## config.mk

```make
export PLATFORM = sky130hd
export DESIGN_NAME = imm_gen_pipe
export DESIGN_NICKNAME = d
export VERILOG_FILES = /design/src/rtl/imm_gen_pipe.sv
export SDC_FILE = /design/constraint.sdc
export NUM_CORES = 1
export LEC_CHECK = 0
export BUFFER_PORTS_ARGS = -buffer_cell sky130_fd_sc_hd__buf_2
export CAP_MARGIN = 20
export CORE_ASPECT_RATIO = 1.4
export CORE_MARGIN = 5
export CORE_UTILIZATION = 55
export DETAILED_ROUTE_END_ITERATION = 10
export PLACE_DENSITY = 0.88
export SYNTH_ARGS = -nofsm -noshare
export SYNTH_HDL_FRONTEND = slang
export SYNTH_SLANG_ARGS = --single-unit
export TNS_END_PERCENT = 20
```

## constraint.sdc

```tcl
create_clock -name clk -period 3.95 [get_ports clk]
set_input_delay 0.9875 -clock clk [delete_from_list [all_inputs] [get_ports clk]]
set_output_delay 0.9875 -clock clk [all_outputs]
set_load 0.005 [all_outputs]
```

## src/rtl/imm_gen_pipe.sv

```systemverilog
// RISC-V decode-stage immediate generator: explicit or opcode-derived format, CSR zimm, shamt.
// One cycle of latency through a 2-entry valid/ready buffer; in_ready is registered-only and drops when both entries are held.

module imm_gen_fifo2 #(
  parameter int W = 8
) (
  input  logic         clk,
  input  logic         rstn,
  input  logic         flush,
  input  logic         in_vld,
  output logic         in_rdy,
  input  logic [W-1:0] in_dat,
  output logic         out_vld,
  input  logic         out_rdy,
  output logic [W-1:0] out_dat
);
  logic [W-1:0] mem [2];
  logic         wr_ptr, rd_ptr;
  logic [1:0]   count;
  logic         push, pop;

  assign in_rdy  = (count != 2'd2);
  assign out_vld = (count != 2'd0);
  assign out_dat = mem[rd_ptr];
  assign push    = in_vld & in_rdy;
  assign pop     = out_vld & out_rdy;

  always_ff @(posedge clk or negedge rstn) begin
    if (!rstn) begin
      mem[0] <= '0;
      mem[1] <= '0;
      wr_ptr <= 1'b0;
      rd_ptr <= 1'b0;
      count  <= 2'd0;
    end else if (flush) begin
      wr_ptr <= 1'b0;
      rd_ptr <= 1'b0;
      count  <= 2'd0;
    end else begin
      if (push) begin
        mem[wr_ptr] <= in_dat;
        wr_ptr      <= ~wr_ptr;
      end
      if (pop) rd_ptr <= ~rd_ptr;
      count <= count + {1'b0, push} - {1'b0, pop};
    end
  end
endmodule

module imm_gen_pipe #(
  parameter int XLEN  = 32,
  parameter int TAG_W = 8
) (
  input  logic             clk,
  input  logic             rstn,
  input  logic             flush,
  input  logic             in_valid,
  output logic             in_ready,
  input  logic [31:0]      in_inst,
  input  logic [2:0]       in_type,
  input  logic [TAG_W-1:0] in_tag,
  output logic             out_valid,
  input  logic             out_ready,
  output logic [XLEN-1:0]  out_imm,
  output logic [2:0]       out_type,
  output logic [TAG_W-1:0] out_tag,
  output logic             out_illegal
);
  localparam logic [2:0] T_NONE = 3'b000;
  localparam logic [2:0] T_I    = 3'b001;
  localparam logic [2:0] T_B    = 3'b010;
  localparam logic [2:0] T_S    = 3'b011;
  localparam logic [2:0] T_J    = 3'b100;
  localparam logic [2:0] T_U    = 3'b101;
  localparam logic [2:0] T_Z    = 3'b110;
  localparam logic [2:0] T_AUTO = 3'b111;

  typedef struct packed {
    logic [XLEN-1:0]  imm;
    logic [2:0]       typ;
    logic [TAG_W-1:0] tag;
    logic             illegal;
  } meta_t;

  meta_t      dec_d, head_q;
  logic [2:0] res_type;
  logic       is_shamt;
  logic [6:0] opcode;
  logic [2:0] funct3;

  assign opcode = in_inst[6:0];
  assign funct3 = in_inst[14:12];

  always_comb begin
    res_type      = in_type;
    is_shamt      = 1'b0;
    dec_d.illegal = 1'b0;
    if (in_type == T_AUTO) begin
      case (opcode)
        7'b0000011, 7'b1100111: res_type = T_I;
        7'b0010011: begin
          res_type = T_I;
          is_shamt = (funct3 == 3'b001) || (funct3 == 3'b101);
        end
        7'b1110011:             res_type = funct3[2] ? T_Z : T_I;
        7'b0100011:             res_type = T_S;
        7'b1100011:             res_type = T_B;
        7'b1101111:             res_type = T_J;
        7'b0110111, 7'b0010111: res_type = T_U;
        default: begin
          res_type      = T_NONE;
          dec_d.illegal = 1'b1;
        end
      endcase
    end
  end

  // Shift immediates override the I form; only reachable from auto mode.
  always_comb begin
    case (res_type)
      T_I:     dec_d.imm = XLEN'($signed(in_inst[31:20]));
      T_S:     dec_d.imm = XLEN'($signed({in_inst[31:25], in_inst[11:7]}));
      T_B:     dec_d.imm = XLEN'($signed({in_inst[31], in_inst[7], in_inst[30:25], in_inst[11:8], 1'b0}));
      T_J:     dec_d.imm = XLEN'($signed({in_inst[31], in_inst[19:12], in_inst[20], in_inst[30:21], 1'b0}));
      T_U:     dec_d.imm = XLEN'($signed({in_inst[31:12], 12'h000}));
      T_Z:     dec_d.imm = XLEN'(in_inst[19:15]);
      default: dec_d.imm = '0;
    endcase
    if (is_shamt)
      dec_d.imm = (XLEN == 64) ? XLEN'(in_inst[25:20]) : XLEN'(in_inst[24:20]);
  end

  assign dec_d.typ = res_type;
  assign dec_d.tag = in_tag;

  imm_gen_fifo2 #(.W($bits(meta_t))) u_buf (
    .clk     (clk),
    .rstn    (rstn),
    .flush   (flush),
    .in_vld  (in_valid),
    .in_rdy  (in_ready),
    .in_dat  (dec_d),
    .out_vld (out_valid),
    .out_rdy (out_ready),
    .out_dat (head_q)
  );

  assign out_imm     = head_q.imm;
  assign out_type    = head_q.typ;
  assign out_tag     = head_q.tag;
  assign out_illegal = head_q.illegal;
endmodule

```

==> flow_metrics.tcl <==
set metrics [dict create \
    status "complete, no violations" \
    p_clk_frac 0.190 \
    endpoint_kind "output port" \
    maxCapViolations 0 \
    antenna_cells 0 \
    fill_cells 589 \
    min_period_ns 3.01 \
    setup_ws_ns 0.939 \
    grt_max_degree 58 \
    grt_usage 0.227 \
    fin_nets 530 \
    worst_slew_pin_slew_ns 1.05 \
    cp_max_fo 45 \
    hpwl_mm 7.51 \
    synthTopCellsByArea "dfrtp_1 (52%), mux2_2 (17%), nand2_1 (5.2%)" \
    p_switching_uw 1140 \
    synth_cells 392 \
    syn2layout_area_growth_pct 18.0 \
    wl_met3_um 662 \
    ys.flop_type "dfrtp_1" \
    p_sw_frac 0.317 \
    synth-edff-count 0 \
    avgViaCountPerCell 5.89 \
    clk_latency_ns 0.36 \
    fin_crit_sh 0.762 \
    power.density_nw_per_um2 687 \
    synth-adder-area-share 0.00563 \
    dpl_cell_area_um2 5010 \
    initial_utilization 0.566 \
    seqCellArea_um2 2300 \
    synth_compound_gate_area_share 0.152 \
    crit_type "flop to output port" \
    synth_cell_type_count 44 \
    core_area_um2 7850 \
    setup_viol 0 \
    clk_path_buf_depth 2 \
    yosys.area_share.simple 0.104 \
    yosysTopAreaCell "dfrtp_1" \
    slew_headroom 0.300 \
    cts.htree.levels 3 \
    post-cts-setup-buffers 0 \
    muxShareOfSynthArea 0.179 \
    grt_overflow 0 \
    utilization 0.668 \
    vias 3448 \
    fp.dieH_um 116 \
    cts_tree "built" \
    grt_pass1_wl_mm 17.8 \
    synthTopCellsByCount "dfrtp_1 (92), mux2_2 (66), nand2_1 (61), o21ai_0 (23), a221o_1 (22)" \
    synth_fp_nets 442 \
    dr.pass1.iters 4 \
    routed_wirelength_mm 10.8 \
    finClkSkew_ns 0.00928 \
    fmax_ghz 0.332 \
    netlist_area_um2 4440 \
    wl_met1_mm 4.41 \
    routedWlPerCell_um 18.4 \
    die_w_um 86.0 \
    p_leak_uw 0.00260 \
    slew_violations 0 \
    ctsHoldBuffers 0 \
    setup_tns_ns 0 \
    cts_buffers 9 \
    synth_top_family_by_area "multiplexers" \
    drc 0 \
    hold_viol 0 \
    clk_pin_slew_ns 0.09 \
    ctsResizeCount 0 \
    cts_root_buf "clkbuf_8" \
    synth_top_area_share 0.518 \
    die_area_um2 10000 \
    sequentialPowerShare 0.456 \
    asyncSetResetFlopFracSynth 1.00 \
    top_layer "met4" \
    portBuffers 93 \
    pin_count 94 \
    multi_input_area_um2 2010 \
    ys_seq_area_frac 0.518 \
    detailedRoute.firstIterationViolations 248 \
    syn_avg_cell_area_um2 11.3 \
    comb_power_share 0.353 \
    synth_xor_xnor_area_share 0.0118 \
    rsz0062_at_grt "false" \
    ys_seq_elements 92 \
    cp_data_required_time_ns 2.96 \
    gp_congestion 0.874 \
    synth.most_common_cell "dfrtp_1" \
    fin_area_um2 5240 \
    post-place-ws_ns 0.418 \
    worst_setup_path_start_kind "flop" \
    grt_antenna_before_repair 0 \
    layout-drive-gt1-share 0.404 \
    hold_ws_ns 0.477 \
    intPower_uw 2460 \
    ir_drop_uv 445 \
    placementRows 38 \
    grt_pass1_vias 3502 \
    wl_met2_mm 5.26 \
    hp-class "flop to flop" \
    clock-sinks 92 \
    yosysWarnings 0 \
    cp.arrival_ns 2.02 \
    antenna_left 0 \
]
-- worst max-delay path, stage by stage (launching register included) --
cell and delay [ns]:
dfrtp_2 1.07, mux2_2 0.44, buf_2 0.14
-- flip-flops by register name (all words and copies together), names as in the netlist --
| register | count |
|---|---|
| u_buf.wr_ptr | 1 |
| u_buf.rd_ptr | 1 |
| u_buf.mem | 88 |
| u_buf.count | 2 |
-- power groups by stage --
stage | combinational (uW) | sequential, uW | clock, uW
after floorplan | 890 | 1510 | 0
after global placement | 1230 | 1620 | 0
after detailed placement | 1280 | 1660 | 0
after CTS | 1290 | 1640 | 692
after global routing | 1410 | 1700 | 733
final | 1270 | 1640 | 685
-- layout make-up --
class | count | share of cell area
clock buffer | 12 | 0.0315
clock inverter | 4 | 0.0105
inverter | 6 | 0.00429
multi-input combinational | 266 | 0.384
sequential | 92 | 0.439
tap | 100 | 0.0239
timing repair buffer | 105 | 0.106
-- metal layers --
| metal | vias up | GRT usage |
|---|---|---|
| li1 | 1612 | - |
| met1 | 1691 | 0.293 |
| met2 | 118 | 0.361 |
| met3 | 27 | 0.0430 |
| met4 | 0 | 0.127 |
| met5 | - | 0 |
-- stage by stage --
step / std cells / power [uW]
after floorplan: 392 / 2400
after global placement: 567 / 2860
after detailed placement: 567 / 2940
after CTS: 583 / 3620
after global routing: 585 / 3840
final: 585 / 3600
-- worst paths after layout --
path	startpoint	end	slack [ns]	cells past startpoint
hold reg to reg	u_buf.mem[48]$_DFFE_PN0P_	u_buf.mem[48]$_DFFE_PN0P_	0.48	2
hold / removal	u_buf.mem[48]$_DFFE_PN0P_	u_buf.mem[48]$_DFFE_PN0P_	0.48	2
setup reg to reg	u_buf.count[1]$_DFF_PN0_	u_buf.mem[65]$_DFFE_PN0P_	1.50	6
setup / recovery	u_buf.rd_ptr$_DFFE_PN0P_	out_imm[11]	0.94	2
min in group asynchronous	rstn	u_buf.mem[64]$_DFFE_PN0P_	0.55	1
max in group asynchronous	rstn	u_buf.mem[30]$_DFFE_PN0P_	2.56	2
-- kinds of logic (layout without fill, tap and decap cells) --
family                   after synthesis  after routing
AND/OR/NAND/NOR                       99             99
flip-flops                            92             92
AO/OA/AOI/OAI                         88             88
multiplexers                          71             71
buffers and inverters                 34            127
XOR/XNOR                               6              6
adder cells (fa/ha/maj)                2              2
-- cell usage in the layout (no fill, tap or decap), drive strengths merged, types with 2 or more instances in the layout --
cell / count
inv: 7
xnor2: 2
buf: 103
nor2b: 2
and4: 2
nand2b: 3
a22o: 15
dfrtp: 92
a31oi: 3
ha: 2
o21ai: 23
nor2: 7
clkbuf: 14
a221o: 22
a211oi: 2
nand3: 2
a21oi: 11
o22ai: 4
a21boi: 2
or3: 2
xor2: 4
nor3: 8
and2: 3
nand2: 61
mux2: 66
mux2i: 5
and4b: 2
Note: power is estimated with default switching activity, not from simulation.
